File: src/rtl/uart_pkg.sv
// Shared UART definitions: data width, default timing constants and TX framing states.
package uart_pkg;

  localparam int unsigned UART_DATA_WIDTH = 8;

  // Defaults shared between the transmitter and the receiver.
  localparam int unsigned DEFAULT_BIT_INTERVAL     = 10000;
  localparam int unsigned DEFAULT_RECHECK_INTERVAL = 5000;

  typedef enum logic [1:0] {
    IDLE  = 2'd0,
    START = 2'd1,
    DATA  = 2'd2,
    STOP  = 2'd3
  } uart_tx_state_t;

endpackage

File: src/rtl/uart_tx_fifo.sv
// Small synchronous byte FIFO with show-ahead read data and asynchronous active-high reset.
module uart_tx_fifo #(
  parameter int unsigned Depth  = 4,
  parameter int unsigned Width  = 8,
  localparam int unsigned CountW = $clog2(Depth + 1)
) (
  input  logic              clk_i,
  input  logic              rst_i,
  input  logic              push_i,
  input  logic              pop_i,
  input  logic [Width-1:0]  wdata_i,
  output logic [Width-1:0]  rdata_o,
  output logic [CountW-1:0] count_o,
  output logic              full_o,
  output logic              empty_o
);

  localparam int unsigned PtrW = $clog2(Depth);

  logic [Width-1:0]  mem_q [Depth];
  logic [PtrW-1:0]   wr_ptr_q, wr_ptr_d;
  logic [PtrW-1:0]   rd_ptr_q, rd_ptr_d;
  logic [CountW-1:0] count_q, count_d;
  logic              do_push, do_pop;

  // Pointer and occupancy next-state; pushes when full and pops when empty are ignored.
  always_comb begin
    full_o   = (count_q == CountW'(Depth));
    empty_o  = (count_q == '0);
    do_push  = push_i & ~full_o;
    do_pop   = pop_i & ~empty_o;
    wr_ptr_d = wr_ptr_q;
    rd_ptr_d = rd_ptr_q;
    count_d  = count_q;
    if (do_push) begin
      wr_ptr_d = wr_ptr_q + PtrW'(1);
    end
    if (do_pop) begin
      rd_ptr_d = rd_ptr_q + PtrW'(1);
    end
    unique case ({do_push, do_pop})
      2'b10:   count_d = count_q + CountW'(1);
      2'b01:   count_d = count_q - CountW'(1);
      default: count_d = count_q;
    endcase
  end

  // Pointer and count registers.
  always_ff @(posedge clk_i or posedge rst_i) begin
    if (rst_i) begin
      wr_ptr_q <= '0;
      rd_ptr_q <= '0;
      count_q  <= '0;
    end else begin
      wr_ptr_q <= wr_ptr_d;
      rd_ptr_q <= rd_ptr_d;
      count_q  <= count_d;
    end
  end

  // Storage needs no reset: entries are only read once the count says they are valid.
  always_ff @(posedge clk_i) begin
    if (do_push) begin
      mem_q[wr_ptr_q] <= wdata_i;
    end
  end

  assign rdata_o = mem_q[rd_ptr_q];
  assign count_o = count_q;

endmodule

File: src/rtl/uart_transmitter.sv
// 8N1-style UART transmitter: byte FIFO in front of a start/data/stop framing FSM.
module uart_transmitter
  import uart_pkg::*;
#(
  parameter int unsigned BIT_INTERVAL = DEFAULT_BIT_INTERVAL,
  parameter int unsigned FIFO_DEPTH   = 4,
  parameter int unsigned STOP_BITS    = 1
) (
  input  logic                               clk,
  input  logic                               reset,
  input  logic [UART_DATA_WIDTH-1:0]         in_data,
  input  logic                               in_valid,
  output logic                               in_ready,
  output logic                               uart_tx,
  output logic                               busy,
  output logic [$clog2(FIFO_DEPTH+1)-1:0]    fifo_count
);

  uart_tx_state_t             state_q, state_d;
  logic [31:0]                clock_count_q, clock_count_d;
  logic [2:0]                 bit_index_q, bit_index_d;
  logic                       stop_index_q, stop_index_d;
  logic [UART_DATA_WIDTH-1:0] shift_q, shift_d;
  logic                       uart_tx_q, uart_tx_d;
  logic                       line_busy_q;

  logic                       fifo_pop;
  logic                       fifo_full;
  logic                       fifo_empty;
  logic [UART_DATA_WIDTH-1:0] fifo_rdata;
  logic                       bit_end;
  logic                       last_stop;

  uart_tx_fifo #(
    .Depth (FIFO_DEPTH),
    .Width (UART_DATA_WIDTH)
  ) u_fifo (
    .clk_i   (clk),
    .rst_i   (reset),
    .push_i  (in_valid & in_ready),
    .pop_i   (fifo_pop),
    .wdata_i (in_data),
    .rdata_o (fifo_rdata),
    .count_o (fifo_count),
    .full_o  (fifo_full),
    .empty_o (fifo_empty)
  );

  // Ready comes from the registered count only, so a same-cycle pop never raises it.
  assign in_ready  = ~fifo_full;
  assign bit_end   = ((clock_count_q + 32'd1) >= BIT_INTERVAL);
  assign last_stop = (({31'd0, stop_index_q} + 32'd1) >= STOP_BITS);

  // Framing FSM next-state, bit timing and the registered line value for the current state.
  always_comb begin
    state_d       = state_q;
    clock_count_d = clock_count_q;
    bit_index_d   = bit_index_q;
    stop_index_d  = stop_index_q;
    shift_d       = shift_q;
    fifo_pop      = 1'b0;
    uart_tx_d     = 1'b1;
    unique case (state_q)
      IDLE: begin
        uart_tx_d = 1'b1;
        if (!fifo_empty) begin
          fifo_pop      = 1'b1;
          shift_d       = fifo_rdata;
          clock_count_d = '0;
          state_d       = START;
        end
      end
      START: begin
        uart_tx_d = 1'b0;
        if (!bit_end) begin
          clock_count_d = clock_count_q + 32'd1;
        end else begin
          clock_count_d = '0;
          bit_index_d   = '0;
          state_d       = DATA;
        end
      end
      DATA: begin
        uart_tx_d = shift_q[bit_index_q];
        if (!bit_end) begin
          clock_count_d = clock_count_q + 32'd1;
        end else begin
          clock_count_d = '0;
          if (bit_index_q == 3'd7) begin
            stop_index_d = 1'b0;
            state_d      = STOP;
          end else begin
            bit_index_d = bit_index_q + 3'd1;
          end
        end
      end
      STOP: begin
        uart_tx_d = 1'b1;
        if (!bit_end) begin
          clock_count_d = clock_count_q + 32'd1;
        end else begin
          clock_count_d = '0;
          if (!last_stop) begin
            stop_index_d = 1'b1;
          end else if (!fifo_empty) begin
            // Chain straight into the next frame so there is no idle gap on the line.
            fifo_pop = 1'b1;
            shift_d  = fifo_rdata;
            state_d  = START;
          end else begin
            state_d = IDLE;
          end
        end
      end
      default: begin
        state_d = IDLE;
      end
    endcase
  end

  // State, counters, shift register and the registered serial line.
  always_ff @(posedge clk or posedge reset) begin
    if (reset) begin
      state_q       <= IDLE;
      clock_count_q <= '0;
      bit_index_q   <= '0;
      stop_index_q  <= 1'b0;
      shift_q       <= '0;
      uart_tx_q     <= 1'b1;
      line_busy_q   <= 1'b0;
    end else begin
      state_q       <= state_d;
      clock_count_q <= clock_count_d;
      bit_index_q   <= bit_index_d;
      stop_index_q  <= stop_index_d;
      shift_q       <= shift_d;
      uart_tx_q     <= uart_tx_d;
      line_busy_q   <= (state_q != IDLE);
    end
  end

  assign uart_tx = uart_tx_q;
  // line_busy_q keeps busy high while the final stop bit is still on the registered line.
  assign busy    = (state_q != IDLE) | (fifo_count != '0) | line_busy_q;

endmodule

File: config.mk
export PLATFORM = sky130hd
export DESIGN_NAME = uart_transmitter
export DESIGN_NICKNAME = d
export VERILOG_FILES = /design/src/rtl/uart_pkg.sv /design/src/rtl/uart_tx_fifo.sv /design/src/rtl/uart_transmitter.sv
export SDC_FILE = /design/constraint.sdc
export NUM_CORES = 1
export LEC_CHECK = 0
export ABC_AREA = 1
export CELL_PAD_IN_SITES_DETAIL_PLACEMENT = 0
export CELL_PAD_IN_SITES_GLOBAL_PLACEMENT = 1
export CORE_MARGIN = 8
export CORE_UTILIZATION = 45
export CTS_CLUSTER_SIZE = 8
export DETAILED_ROUTE_END_ITERATION = 8
export GPL_ROUTABILITY_DRIVEN = 0
export PLACE_DENSITY_LB_ADDON = 0.1
export SLEW_MARGIN = 25
export SYNTH_ARGS = -nofsm -noshare
export SYNTH_HDL_FRONTEND = slang
export SYNTH_SLANG_ARGS = --single-unit
File: constraint.sdc
create_clock -name clk -period 8.6 [get_ports clk]
set_clock_uncertainty 0.2 [all_clocks]
set_input_delay 1.72 -clock clk [delete_from_list [all_inputs] [get_ports clk]]
set_output_delay 1.72 -clock clk [all_outputs]
set_load 0.005 [all_outputs]
# After elaboration in Yosys (flattened, before gate mapping)
# Memories as Yosys holds them, arrays and structs flattened.
# Index checks and enable logic that the tools add are counted.
# op_classes
add_sub_neg	7
n_lt_le_gt_ge	3
n_eq_ne	15
mux	34
bitwise_logic	7
n_reduce_logical	14
# ops
op	n
32-bit 2-to-1 mux	2
32-bit case mux with 2 select lines	1
32-bit by 1-bit adder with 32-bit output (second input constant)	1
32-bit by 14-bit >= comparator with 1-bit output (second input constant)	1
8-bit 2-to-1 mux	3
2-bit != test (second input constant)	8
8-bit case mux with 2 select lines	1
2-bit 2-to-1 mux	6
3-bit case mux with 2 select lines	2
1-bit 2-to-1 mux	11
2-bit nonzero test	5
3-bit 2-to-1 mux	3
2-bit case mux with 4 select lines	1
3-bit by 1-bit adder with 3-bit output (second input constant)	2
2-bit equality test (second input constant)	3
3-bit equality test (second input constant)	2
6-bit AND reduction	1
5-bit AND reduction	1
2-bit by 1-bit adder with 2-bit output (second input constant)	2
2-bit by 1-bit equality test with 1-bit output (second input constant)	2
3-bit by 4-bit less-than comparator with 1-bit output (second input constant)	1
1-bit case mux with 2 select lines	2
4-bit AND reduction	1
1-bit AND	3
other kinds (13)	15
# totals
ff_bits	55
ram_bits	32
inputBits	11
out_inout_bits	6
word_cells	91
mem_count	1
# memory_table
name	words	width	rd	rd_clocked_by_memory_dff	write_ports	line	rtl
u_fifo.mem_q	4	8	1	0	1	uart_tx_fifo.sv:20	logic [Width-1:0] mem_q [Depth];

# Depth between registers and ports, before layout
# Gate-level depths: netlist of the first run.
# depth
word_depth	8
depth_mapped	22
ltp_nobuf	22

# Hierarchy
# A second synthesis of the first run with hierarchy kept.
# hier_totals
cells_unflattened	615
hier_area_um2	4912.2
# by_module_without_submodules
mod	instances	cells_per_inst	area_per_inst_um2	seq_area_each_um2
uart_transmitter	1	460	3156.8	1177.4
uart_tx_fifo	1	155	1755.4	1136.1

# Least setup slack after synthesis of the first run
# Ideal clock, no wire load.
# synth_path
kind	input port to flip-flop
startpoint	in in_valid
endpoint	reg u_fifo.count_q[2] (netlist: u_fifo.count_o[2])
setup_ps	131
arrival_ps	2853
required_time_ps	8269
setup_slack_ps	5416
stages	7
n_path_buf	0
cell_sequence	nand2_1 > ha_1 > inv_1 > fa_1 > a21oi_1 > o21ai_0 > xor2_1
# synth_between
elab_chain_len	4
elab_cells_between_ends	6
classes_between	eq/ne: 2; mux: 1; bitwise: 2; reduce/logical: 1
# synth_lines
item	line	rtl
start, declared	uart_transmitter.sv:12	input logic in_valid,
1-bit AND *	uart_transmitter.sv:40	.push_i (in_valid & in_ready),
1-bit AND *	uart_tx_fifo.sv:30	do_push = push_i & ~full_o;
2-bit by 1-bit equality test with 1-bit output / 2-bit equality test (equally long branches)	uart_tx_fifo.sv:41	unique case ({do_push, do_pop})
3-bit case mux with 2 select lines / 2-bit nonzero test (equally long branches)	--	
end signal, assigned	uart_tx_fifo.sv:57	count_q <= count_d;
end, declared	uart_tx_fifo.sv:23	logic [CountW-1:0] count_q, count_d;
# Mark *: on every way between the ends. The rest lies on a longest branch, timed or not.
# A chain may end at the register's enable or synchronous reset.

# Worst setup path in the final report of the first run
# layout_path
startpoint	reg state_q[0]
endpoint	out busy
# layout_between
elab_chain_len	3
# layout_lines
item	line	rtl
start, declared	uart_transmitter.sv:19	uart_tx_state_t state_q, state_d;
start signal, assigned	uart_transmitter.sv:132	state_q <= state_d;
2-bit nonzero test	uart_transmitter.sv:144	assign busy = (state_q != IDLE) | (fifo_count != '0) | line_busy_q;
1-bit bitwise OR (2 in series)	uart_transmitter.sv:144	
end, declared	uart_transmitter.sv:15	output logic busy,
# Every way passes these cells.

==> results.md, run 1 <==
Global routing:
- The global-route wire length before repair is 18210 um.
- The number of antenna violations at the first check in global routing is 0.
- The via count of the first global-routing pass is approximately 3600.
- Global routing used between 10% and 20% of the available tracks across all layers.
- Summed over all layers, the global routing overflow is 0.
- The pin count of the biggest net entering global routing is between 50 and 60.

STA:
- Adding up every negative setup slack in the final design gives 0 ns.
- After layout, the worst path uses a little under half of the clock period.
- At the pin with the least slew margin, the transition time is 0.7961 ns.
- The final period demand of the worst path is 4.061 ns.
- The worst path meets setup with approximately 4.5 ns of slack.
- Setup repair after global routing left no endpoint under its margin.
- The max-slew violation count came to 0.
- Derived from the worst setup path, the maximum achievable clock frequency is roughly 250 MHz.
- The count of final setup violators is 0.
- The worst slew margin relative to its limit is 46.73%.
- The count of final hold-check violations is 0.

Yosys:
- The number of synthesized flops with an enable pin is 32.
- After synthesis, the netlist uses 31 different library cells.
- The synthesized cell area is 4604 um2.
- The post-synthesis mux area share is 0%.
- The adder-cell share of the synthesized area is between 3 and 4%.
- Of the total synthesized cell area, the portion taken by AND, OR, NAND and NOR gates is ~31%.
- The share of the Yosys chip area taken by registers is approximately 50%.
- The commonest cells after synthesis are sky130_fd_sc_hd__nand2_1, sky130_fd_sc_hd__nor2_1, sky130_fd_sc_hd__inv_1.
- The total nets after synthesis is about 610.
- The largest family of logic cells by synthesized area is simple AND/OR/NAND/NOR gates.
- The cell type with the largest total area after synthesis is sky130_fd_sc_hd__dfrtp_1.
- A synthesized cell averages 7.939 um2.
- The top-area cell type share of the netlist area is between 20 and 30%.
- The synthesized-area fraction occupied by xor and xnor cells is approximately 1.1%.
- Of all flip-flops after synthesis, the portion carrying an async set or reset was between 60% and 70%.
- The dominant synthesized flop cell is sky130_fd_sc_hd__dfrtp_1.
- Sorting the synthesized cells by area gives the leading types as sky130_fd_sc_hd__dfrtp_1, sky130_fd_sc_hd__edfxtp_1, sky130_fd_sc_hd__nand2_1.
- Summing the areas of all compound-gate instances in the mapped netlist gives 7.310% of the synthesized area.
- For this run, the number of Yosys warnings is 0.
- The number of register bits inferred by synthesis is 86.
- The cell count after synthesis came out at 580.
- By instance count, the leading cell after synthesis is sky130_fd_sc_hd__nand2_1.

Cells and area:
- The layout overhead on the synthesized area is 11.25%.
- After routing the design area is a little over 5000 um2.
- The post-route netlist has about 5.8% of its cells at a drive strength greater than 1.
- The repair_antennas step left the layout with diodes totalling 0.
- The number of nets in the layout is about 630.

Clock tree:
- The post-CTS clock slew at the launch and capture registers of the worst setup and hold paths is 0.09 ns.
- The clock tree from TritonCTS is yes.
- In this run, post-CTS repair resized a total of 0 instances.
- The total clock sinks is 86.
- Hold repair after CTS inserted 0 buffers.
- The number of clock buffers inserted by TritonCTS is 9.
- The number of setup buffers added after CTS is 0.
- The level count of the clock H-tree is 3.
- Clock latency on the worst-skew pair, taken at its later pin, is roughly 0.35 ns.
- In this run the clock root is driven by a sky130_fd_sc_hd__clkbuf_8.
- In this run the deepest clock path goes through 2 buffers.

Worst hold path:
- In this run the worst hold path is classified as register to register.
- Along the worst hold path, the cell count comes to 2.

Route:
- The routed wirelength normalized by instance count is ~15 um.
- In this run, the number of DRC markers left after iteration 0 of detailed routing was 277.
- The via density per instance is about 5.1.
- The total iterations of the first detailed-routing run is 5.
- The routed layout has 3778 vias.
- The number of remaining DRC errors is 0.
- The total length of routed wires is around 11000 um.
- The detail route stage leaves a number of antenna-violating nets equal to 0.

Floorplanning:
- From left edge to right edge, the die measures between 100 and 150 um.
- The die span in y is ~120 um.
- The number of I/O pins is 17.
- The placeable core area is slightly above 10000 um2.
- After floorplanning, the core was divided into 37 placement rows.
- The area enclosed by the die boundary is around 14000 um2.
- The initial core utilization is between 40 and 50%.

Placement:
- The placement-stage worst setup slack is slightly below 5 ns.
- The number of buffer cells added on primary ports is 16.
- Summed over all nets, the half-perimeter wirelength after detailed placement is 7763 um.
- Once placement finished, the instance area stood at ~4900 um2.

Power:
- The total power density per cell area is 174.4 nW/um2.
- The worst-case IR drop observed on VDD is 0.1317 mV.
- The analysis attributes to cell leakage a power of ~2.1 nW.

Setup path:
- STA puts the critical path data arrival time at 2.14 ns.
- STA puts the critical path data required time at approximately 6.7 ns.
- Along the worst path, the maximum fanout reaches 6.
- The nature of the critical path endpoint is an output pin.
- The path depth of the worst reg2reg path is 19.
- The critical path startpoint category is a register.
- The critical path is of the register to output pin type.

Status:
- The flow ran to the end, and the final reports show no timing, DRC or antenna violations.

Run:
- Across the run, the number of max-cap violations was 0.
state kept, by name, summed over array words and instances, names as in the netlist:
register and flops:
shift_q 8, uart_tx 1, u_fifo.mem_q 32, u_fifo.count_o 3
u_fifo.rd_ptr_q 2, line_busy_q 1, bit_index_q 3, state_q 2
clock_count_q 32, u_fifo.wr_ptr_q 2
logic make-up after synthesis:
kind of cell    after synthesis
simple gates                331
flops                        86
buf+inv                      81
compound gates               62
fa+ha+maj                    14
xor+xnor                      6
where the power goes:
part	switching [mW]	internal (mW)	total (mW)
registers	0.0160	0.471	0.487
clock network	0.157	0.137	0.294
logic	0.0690	0.0441	0.113
total	0.242	0.651	0.893
stage by stage:
stage,utilization (%),hold WS [ns],instances,total power [mW]
2_1_floorplan,-,0.2366,580,0.5590
3_3_place_gp,48.56,0.2579,727,0.6083
4_1_cts,50.52,0.2860,743,0.9049
6_report,50.52,0.2785,743,0.8935
3_5_place_dp,48.56,0.2631,727,0.6099
5_1_grt,50.52,0.3131,743,0.9390
metal layers:
layer,vias to the layer above,track usage (%),routed length (um)
li1,1915,-,-
met1,1801,24.44,5586
met2,57,26.58,4691
met3,5,3.540,484
met4,0,3.925,75
met5,-,0,0
cell usage in the layout (no fill, tap or decap), types with 4 or more instances in the layout:
| cell | count |
|---|---|
| sky130_fd_sc_hd__a21oi_1 | 6 |
| sky130_fd_sc_hd__clkbuf_8 | 9 |
| sky130_fd_sc_hd__clkdlybuf4s50_1 | 16 |
| sky130_fd_sc_hd__dfrtp_1 | 53 |
| sky130_fd_sc_hd__edfxtp_1 | 32 |
| sky130_fd_sc_hd__ha_1 | 13 |
| sky130_fd_sc_hd__inv_1 | 70 |
| sky130_fd_sc_hd__nand2_1 | 162 |
| sky130_fd_sc_hd__nand3_1 | 51 |
| sky130_fd_sc_hd__nand4_1 | 6 |
| sky130_fd_sc_hd__nor2_1 | 92 |
| sky130_fd_sc_hd__nor2_2 | 4 |
| sky130_fd_sc_hd__nor2_4 | 4 |
| sky130_fd_sc_hd__nor3_1 | 4 |
| sky130_fd_sc_hd__o21ai_0 | 38 |
| sky130_fd_sc_hd__o22ai_1 | 14 |
| sky130_fd_sc_hd__xor2_1 | 5 |
critical path, cell delays in order, from the launching register on:
cell and delay (ns):
sky130_fd_sc_hd__dfrtp_1 0.45, sky130_fd_sc_hd__inv_1 0.13, sky130_fd_sc_hd__ha_1 0.19, sky130_fd_sc_hd__inv_1 0.06, sky130_fd_sc_hd__nor2_1 0.17, sky130_fd_sc_hd__inv_1 0.07
sky130_fd_sc_hd__or2_2 0.27, sky130_fd_sc_hd__clkdlybuf4s50_1 0.45
final cells by class:
type,instances,area (um2)
fillers,981,5016
flip-flops and latches,86,2313
multi-input cells,413,1984
inverters,74,280.3
repair buffers,18,175.2
well taps,136,170.2
clock buffers,10,127.6
clock inverters,6,71.32
final timing paths:
check	startpoint	end	slack, ns
worst max-delay path	state_q[0]	busy	4.54
worst min register to register	shift_q[4]	shift_q[4]	0.28
worst max register to register	clock_count_q[1]	u_fifo.count_o[2]	5.08
max in group asynchronous	reset	clock_count_q[5]	6.03
min in group asynchronous	reset	clock_count_q[23]	1.69
worst min-delay path	shift_q[4]	shift_q[4]	0.28
(Power assumes the default switching activity.)
==> run 2, diff against run 1 <==
clock period = 4.2 ns   (was 8.6 ns; I/O delays follow)
==> run 2 against run 1 <==
Cell count stayed put; sequential share of layout area up 0.24 points; via count fell by 0.69%; largest power group unchanged.
==> results.md, run 2 (synthesis results as in run 1) <==
Clock tree:
- The clock tree from TritonCTS is yes.
- The number of clock buffers inserted by TritonCTS is 9 (unchanged).
- The maximum clock insertion buffer count was 2 (unchanged).
- The total clock sinks is 86 (unchanged).
- The count of hold-fix buffers inserted at cts is 0 (unchanged).
- The post-CTS clock slew at the launch and capture registers of the worst setup and hold paths is 0.10 ns (about the same).
- The clock insertion delay at the later pin of the skew report is 0.36 ns (about the same).
- The cell chosen for the clock root is sky130_fd_sc_hd__clkbuf_8.
- The level count of the clock H-tree was 3 (unchanged).
- The number of setup buffers added after CTS was 0 (unchanged).
- The number of gates resized after cts is 0 (unchanged).

Floorplanning:
- The row count is 37 (unchanged).
- The die width is 117.2 um (unchanged).
- The die span in y was 117.2 um (unchanged).
- The area enclosed by the die boundary is 13730 um2 (unchanged).
- The number of I/O pins came to 17 (unchanged).
- The initial core utilization is 45.42% (unchanged).
- The placeable core area was 10140 um2 (unchanged).

Cells and area:
- The layout overhead on the synthesized area is 10.65%.
- The largest registers in the layout are clock_count_q: 32 flops, u_fifo.mem_q: 32 flops, shift_q: 8 flops.
- The antenna diode instance count is 0 (unchanged).
- The number of standard cells in the final layout excluding fillers came to 743 (unchanged).
- The number of nets in the layout is 627 (unchanged).
- The post-layout utilization of the core came to 50.25% (-0.27 points).
- The most common cell after layout, fill and taps aside is sky130_fd_sc_hd__nand2_1.
- In the layout the commonest cells are sky130_fd_sc_hd__nand2_1, sky130_fd_sc_hd__nor2_1, sky130_fd_sc_hd__inv_1.
- The area of all placed cells without fillers was 5095 um2 (-0.54%).
- The fraction of layout cells with a size suffix above 1 is 5.766% (unchanged).

Global routing:
- The final global-route overflow total is 0 (unchanged).
- The number of antenna violations at the first check in global routing came to 0 (unchanged).
- The global router's overall resource usage came to 17.75% (+0.47 points).
- The pin count of the biggest net entering global routing was 33 (-40%).
- The global-route wire length before repair is 18570 um (+2.0%).
- The via count of the first global-routing pass is 3642 (+0.027%).

Route:
- The total length of routed wires came to 10940 um (+0.90%).
- The via density per instance came to 5.050 (-0.69%).
- The first-iteration detailed-routing DRC count is 333 (+20%).
- The via count of the routed design came to 3752 (-0.69%).
- The post-route antenna net violation count came to 0 (unchanged).
- The number of remaining DRC errors is 0 (unchanged).
- The total iterations of the first detailed-routing run is 5 (unchanged).
- The routed wirelength normalized by instance count is 14.72 um (+0.90%).

Worst hold path:
- The cell depth of the worst min-delay path was 2 (unchanged).
- The path type of the worst min-delay path is register to register.

Power:
- The total power after layout came to 1.757 mW (+97%).
- The largest vdd supply drop is 0.2847 mV (+120%).
- The total power density per cell area is 344.8 nW/um2 (+98%).
- The static power due to leakage was 2.132 nW (-0.26%).

Placement:
- The cell total after placement is 727 (unchanged).
- The number of buffer cells added on primary ports is 16 (unchanged).
- The cell area reported after detailed placement is 4923 um2 (unchanged).
- The post-DP HPWL is 8000 um (+3.0%).
- The placement-stage worst setup slack is 0.7064 ns (-4.181 ns).

STA:
- Dividing the final minimum period by the clock period gives between 80% and 90%.
- The final period demand of the worst path is approximately 3.6 ns.
- The count of final hold-check violations is 0 (unchanged).
- The total negative setup slack is 0 ns (unchanged).
- The count of final setup violators came to 0 (unchanged).
- The worst hold slack across all endpoints was 0.2806 ns (+0.002035 ns).
- The worst slew margin relative to its limit is 47.37% (+0.64 points).
- The max-slew violation count is 0 (unchanged).
- Setup repair after global routing left no endpoint under its margin.
- The post-route worst setup slack came to 0.6221 ns (-3.917 ns).
- The slew at the pin closest to its max-slew limit is 0.7866 ns (-0.009497 ns).
- The timing-limited maximum frequency is approximately 280 MHz.

Setup path:
- The path depth of the worst reg2reg path is 19 (unchanged).
- The arrival time reported for the critical path endpoint is 3.62 ns (+1.48 ns).
- The data required time of the critical path is 4.24 ns (-2.44 ns).
- The critical path is of the register to register type.
- The highest net fanout along the worst path came to 7 (+1).
- STA classifies the critical path startpoint as a register.
- STA classifies the critical path endpoint as a register.

Status:
- The flow ran to the end, and the final reports show no timing, DRC or antenna violations.

Run:
- The max-cap violation count is 0 (unchanged).
run 2: final cells by class:
cell class	count	area (um2)
clock buffer	10	127.6
clock inverter	6	43.79
fill	963	5044
inverter	74	280.3
multi-input combinational	413	1984
sequential	86	2313
tap	136	170.2
timing repair buffer	18	175.2
run 2: power breakdown:
part | leakage, nW | switching, mW | internal (mW) | total [mW]
logic | 1.06 | 0.139 | 0.0903 | 0.229
clock network | 0.0875 | 0.309 | 0.220 | 0.529
registers | 0.988 | 0.0348 | 0.964 | 0.999
run 2: final timing paths:
| kind | from | endpoint | slack, ns |
|---|---|---|---|
| max | clock_count_q[1] | u_fifo.count_o[2] | 0.62 |
| min | shift_q[3] | shift_q[3] | 0.28 |
| max reg2reg | clock_count_q[1] | u_fifo.count_o[2] | 0.62 |
| min reg2reg | shift_q[3] | shift_q[3] | 0.28 |
| max in group asynchronous | reset | clock_count_q[7] | 2.25 |
| min in group asynchronous | reset | shift_q[3] | 0.73 |
run 2: layer usage:
layer  GRT usage, %  vias up  part of all wire [%]
met5              0        -                     0
met4          4.352        0                  0.63
met3          3.181        7                   4.4
met2          25.97       78                    42
met1          26.42     1755                    53
li1               -     1912                     -
run 2: worst max-delay path, stage by stage, from the launching register on:
cell and delay [ns]:
sky130_fd_sc_hd__dfrtp_1 0.40, sky130_fd_sc_hd__ha_1 0.20, sky130_fd_sc_hd__nand2_1 0.13, sky130_fd_sc_hd__nor2_4 0.22
sky130_fd_sc_hd__nand2_1 0.17, sky130_fd_sc_hd__xor2_1 0.28, sky130_fd_sc_hd__nand3_1 0.13, sky130_fd_sc_hd__nor2_1 0.11
sky130_fd_sc_hd__a21oi_1 0.08, sky130_fd_sc_hd__nand3_2 0.17, sky130_fd_sc_hd__nand2_1 0.09, sky130_fd_sc_hd__nand2_1 0.11
sky130_fd_sc_hd__nand2_1 0.10, sky130_fd_sc_hd__inv_1 0.06, sky130_fd_sc_hd__ha_1 0.14, sky130_fd_sc_hd__inv_1 0.07
sky130_fd_sc_hd__fa_1 0.38, sky130_fd_sc_hd__a21oi_1 0.15, sky130_fd_sc_hd__o21ai_0 0.11, sky130_fd_sc_hd__xor2_1 0.15
==> run 3, diff against run 2 <==
CTS_BUF_LIST = sky130_fd_sc_hd__clkbuf_8 sky130_fd_sc_hd__clkbuf_16   (was default)
REMOVE_ABC_BUFFERS = 1   (was default)
SYNTH_HIERARCHICAL = 1   (was default)
==> run 3 against run 2 <==
Routed wire length decreased by 0.40%; synthesized cell count increased by 6.0%; sequential cell count unchanged; register-to-register slack improved by 0.02 ns; synthesized area increased by 6.7%; clock power increased by 8.9%; hold slack improved by 0.00084 ns; non-clock buffer count increased by 2; global-route usage decreased by 1.7 points; cell count increased by 5.2%; sequential power increased by 17%; die area increased by 5.8%; critical path type unchanged; largest cell class unchanged; largest power group unchanged; highest routed layer unchanged.
==> results.md, run 3 <==
Status:
- The flow ran to the end, and the final reports show no timing, DRC or antenna violations.

Route:
- The routed wirelength normalized by instance count was 13.93 um (-5.4%).
- The via density per instance came to 4.916 (-2.7%).
- The total length of routed wires came to 10890 um (-0.40%).
- The first-iteration detailed-routing DRC count is 192 (-42%).
- The post-route antenna net violation count is 0 (unchanged).
- The via count of the routed design is 3844 (+2.5%).
- The number of remaining DRC errors is 0 (unchanged).
- The total iterations of the first detailed-routing run came to 4 (-1).

Yosys:
- The mean instance size in the synthesized netlist is 7.987 um2 (+0.61%).
- The distinct cell type count of the synthesized netlist is 36 (+16%).
- The synthesized cell area was 4912 um2 (+6.7%).
- The number of synthesized flops with an enable pin was 32 (unchanged).
- The top-area cell type share of the netlist area came to 27.00% (-1.8 points).
- Yosys attributes the largest share of cell area to sky130_fd_sc_hd__dfrtp_1, sky130_fd_sc_hd__edfxtp_1, sky130_fd_sc_hd__nand2_1.
- The share of flip-flops with an asynchronous set or reset came to 62.79% (unchanged).
- The synthesis warning total is 6 (+6).
- The count of mapped cells out of synthesis is 615 (+6.0%).
- Summed over all instances, the cell type with the most area after synthesis is sky130_fd_sc_hd__dfrtp_1.
- By instance count, the leading cell after synthesis is sky130_fd_sc_hd__nand2_1.
- The dominant synthesized flop cell is sky130_fd_sc_hd__dfrtp_1.
- The commonest cells after synthesis are sky130_fd_sc_hd__nand2_1, sky130_fd_sc_hd__nor2_1, sky130_fd_sc_hd__inv_1.
- The post-synthesis sequential area ratio is 47.10% (-3.1 points).
- The number of register bits inferred by synthesis was 86 (unchanged).

Power:
- The total power after layout is 2.797 mW (+59%).
- The largest vdd supply drop is 0.3625 mV (+27%).
- The static power due to leakage is 2.354 nW (+10%).
- The fraction of power consumed by combinational cells was 37.4% (+24 points).
- The total power density per cell area is 518.9 nW/um2 (+50%).
- The power share of the clock group is 20.6% (-9.5 points).
- The portion of total power attributed to sequential cells came to 42.0% (-15 points).
- The switching share of power is 40.33% (+13 points).
- The net switching component of the power was 1.128 mW (+130%).
- The internal portion of total power is 1.669 mW (+31%).

Clock tree:
- The number of setup buffers added after CTS is 0 (unchanged).
- The count of hold-fix buffers inserted at cts came to 0 (unchanged).
- The clock tree from TritonCTS is yes.
- The number of gates resized after cts is 0 (unchanged).
- The total clock sinks is 86 (unchanged).
- The clock insertion delay at the later pin of the skew report came to 0.38 ns (+0.02 ns).
- The post-CTS clock slew at the launch and capture registers of the worst setup and hold paths is 0.10 ns (about the same).
- The maximum clock insertion buffer count is 2 (unchanged).
- The level count of the clock H-tree is 3 (unchanged).
- The number of clock buffers inserted by TritonCTS is 9 (unchanged).
- The tree is rooted in a sky130_fd_sc_hd__clkbuf_8.

Setup path:
- Traced cell by cell, the critical path runs through ha_1 > nand2_1 > nor2_4 > nand2_2 > nand2_1 > nand2_1 > nor2_1 > nand2_1 > nor2_1 > nand2_1 > nor2_1 > nor2_2 > nand2_2 > nand2_1 > a21boi_0 > nand2_1 > inv_1 > ha_1 > inv_1 > fa_1 > nand2_1 > nand3_1 > nand2_1 > nand2_1.
- The worst path buffer plus inverter count came to 2 (unchanged).
- The cell family contributing the most delay on the critical path is simple AND/OR/NAND/NOR gates.
- The startpoint identified for the worst register-to-register timing path is clock_count_q[0].
- The capture point of the worst reg-to-reg path is u_fifo/count_o[2].
- The path depth of the worst reg2reg path was 24 (+5).
- The data required time of the critical path is 4.27 ns (+0.03 ns).
- The worst setup path is captured at a register.
- The delay contributed by the slowest stage of the critical path is 0.41 ns (about the same).
- The worst setup path is launched from a register.
- The highest net fanout along the worst path is 7 (unchanged).
- The number of gates on the worst path with buffers counted is 24 (+5).
- The cell that appears most often on the critical path is sky130_fd_sc_hd__nand2_1.
- The slowest library cell on the worst path is sky130_fd_sc_hd__dfrtp_1.
- The category of the most critical setup path is register to register.
- The slack of the worst reg-to-reg path came to 0.64 ns (+0.02 ns).
- In this run the worst setup path begins at clock_count_q[0].
- The arrival time reported for the critical path endpoint came to 3.63 ns (about the same).

Worst hold path:
- The worst hold path endpoint is shift_q[1].
- The path type of the worst min-delay path is register to register.
- The critical hold path startpoint is shift_q[1].
- The cell depth of the worst min-delay path is 2 (unchanged).

STA:
- Setup repair after global routing left no endpoint under its margin.
- The slew at the pin closest to its max-slew limit is 0.7890 ns (+0.002377 ns).
- The timing-limited maximum frequency is 281.2 MHz (+0.63%).
- The part of the cycle the worst path needs is 84.66% (-0.53 points).
- The post-route worst setup slack is 0.6444 ns (+0.02232 ns).
- The max-slew violation count is 0 (unchanged).
- The worst hold slack across all endpoints is 0.2814 ns (+0.0008380 ns).
- The final period demand of the worst path is 3.556 ns (-0.02232 ns).
- The count of final hold-check violations was 0 (unchanged).
- The count of final setup violators was 0 (unchanged).
- The worst slew margin relative to its limit is 47.21% (-0.16 points).
- The total negative setup slack is 0 ns (unchanged).

Cells and area:
- The combined area of the multi-input logic cells is 2191 um2 (+10%).
- The number of nets in the layout is 662 (+5.6%).
- Leaving out fill and tap cells, the most frequent cells in the layout are sky130_fd_sc_hd__nand2_1, sky130_fd_sc_hd__nor2_1, sky130_fd_sc_hd__inv_1.
- The largest registers in the layout are clock_count_q: 32 flops, u_fifo/mem_q: 32 flops, shift_q: 8 flops.
- The antenna diode instance count is 0 (unchanged).
- The number of fill cells is 1085 (+13%).
- The area taken by flip-flops and latches came to 2313 um2 (unchanged).
- From synthesis to final layout, the design area changed by 9.730%.
- The library cell used most frequently in the layout, excluding fill and tap cells, is sky130_fd_sc_hd__nand2_1.
- The number of standard cells in the final layout excluding fillers is 782 (+5.2%).
- The fraction of layout cells with a size suffix above 1 is 9.502% (+3.7 points).

Global routing:
- The global-route wire length before repair is 18590 um (+0.11%).
- The pin count of the biggest net entering global routing is 35 (+6.1%).
- The met1 global-route usage was 18.14% (-8.3 points).
- The global router's overall resource usage is 16.06% (-1.7 points).
- The final global-route overflow total is 0 (unchanged).
- The via count of the first global-routing pass is 3848 (+5.7%).
- The most used routing layer in global routing is met2.
- The met3 usage came to 2.564% (-0.62 points).
- The number of antenna violations at the first check in global routing is 0 (unchanged).
- The met2 track demand over resource in global routing came to 29.14% (+3.2 points).

Floorplanning:
- The die span in y is 120.5 um (+2.8%).
- The die width is 120.5 um (+2.8%).
- The initial core utilization is 45.71% (+0.30 points).
- The number of I/O pins came to 17 (unchanged).
- The placeable core area is 10750 um2 (+6.0%).
- The row count is 38 (+2.7%).
- The area enclosed by the die boundary was 14520 um2 (+5.8%).

Run:
- The max-cap violation count is 0 (unchanged).

Placement:
- The number of buffer cells added on primary ports is 16 (unchanged).
- The cell total after placement came to 766 (+5.4%).
- The placement-stage worst setup slack is 0.6808 ns (-0.02559 ns).
- The post-DP HPWL is 8316 um (+3.9%).
[run 3: cell count changes after synthesis, moves of 8 or more]
cell / delta
sky130_fd_sc_hd__nand2_1: +33
sky130_fd_sc_hd__o21ai_0: -24
sky130_fd_sc_hd__o22ai_1: -12
sky130_fd_sc_hd__inv_1: +15
sky130_fd_sc_hd__o22ai_2: +9
sky130_fd_sc_hd__nand3_1: -8
sky130_fd_sc_hd__o211ai_1: +15
[run 3: power by group through the flow]
stage	combinational (mW)	clock [mW]	sequential, mW
2_1_floorplan	0.772	0	1.16
3_3_place_gp	1.04	0	1.19
3_5_place_dp	1.06	0	1.19
4_1_cts	1.07	0.595	1.18
5_1_grt	1.21	0.617	1.20
6_report	1.05	0.576	1.17
[run 3: final cells by class]
| cell class | instances | share of cell area (%) |
|---|---|---|
| sequential | 86 | 42.92 |
| clock inverter | 7 | 1.161 |
| clock buffer | 9 | 2.298 |
| timing repair buffer | 20 | 3.528 |
| multi-input combinational | 431 | 40.65 |
| inverter | 89 | 6.198 |
| tap | 140 | 3.250 |
[run 3: per-layer routing]
layer  vias to the layer above  wire [um]
li1                       2006          -
met1                      1773       4744
met2                        47       5649
met3                        18        266
met4                         0        232
met5                         -          0
[run 3: stage by stage]
step	area, um2	utilization (%)
final	5390	50.16
after global routing	5390	50.16
after CTS	5390	50.16
after detailed placement	5204	48.43
after global placement	5204	48.43
after floorplan	4838	-
[run 3: how the worst max path moves through the flow]
stage | end
finish | u_fifo/count_o[2]
global route | u_fifo/count_o[2]
CTS | u_fifo/count_o[2]
detailed placement | u_fifo/count_o[2]
global placement | u_fifo/count_o[2]
floorplan | u_fifo/count_o[2]
[run 3: worst reg2reg max path: stages (launching register included)]
cell,delay [ns]
sky130_fd_sc_hd__dfrtp_1,0.41
sky130_fd_sc_hd__ha_1,0.25
sky130_fd_sc_hd__nand2_1,0.11
sky130_fd_sc_hd__nor2_4,0.19
sky130_fd_sc_hd__nand2_2,0.12
sky130_fd_sc_hd__nand2_1,0.07
sky130_fd_sc_hd__nand2_1,0.07
sky130_fd_sc_hd__nor2_1,0.13
sky130_fd_sc_hd__nand2_1,0.06
sky130_fd_sc_hd__nor2_1,0.08
sky130_fd_sc_hd__nand2_1,0.06
sky130_fd_sc_hd__nor2_1,0.11
sky130_fd_sc_hd__nor2_2,0.10
sky130_fd_sc_hd__nand2_2,0.11
sky130_fd_sc_hd__nand2_1,0.06
sky130_fd_sc_hd__a21boi_0,0.28
sky130_fd_sc_hd__nand2_1,0.12
sky130_fd_sc_hd__inv_1,0.07
sky130_fd_sc_hd__ha_1,0.15
sky130_fd_sc_hd__inv_1,0.06
sky130_fd_sc_hd__fa_1,0.38
sky130_fd_sc_hd__nand2_1,0.10
sky130_fd_sc_hd__nand3_1,0.07
sky130_fd_sc_hd__nand2_1,0.06
sky130_fd_sc_hd__nand2_1,0.04
[run 3: logic make-up after synthesis]
kind of cell / Yosys count / synth area share (%)
compound gates: 52 / 8.125
simple gates: 361 / 32.04
buf+inv: 98 / 8.303
xor+xnor: 4 / 0.7133
flops: 86 / 47.10
fa+ha+maj: 14 / 3.719
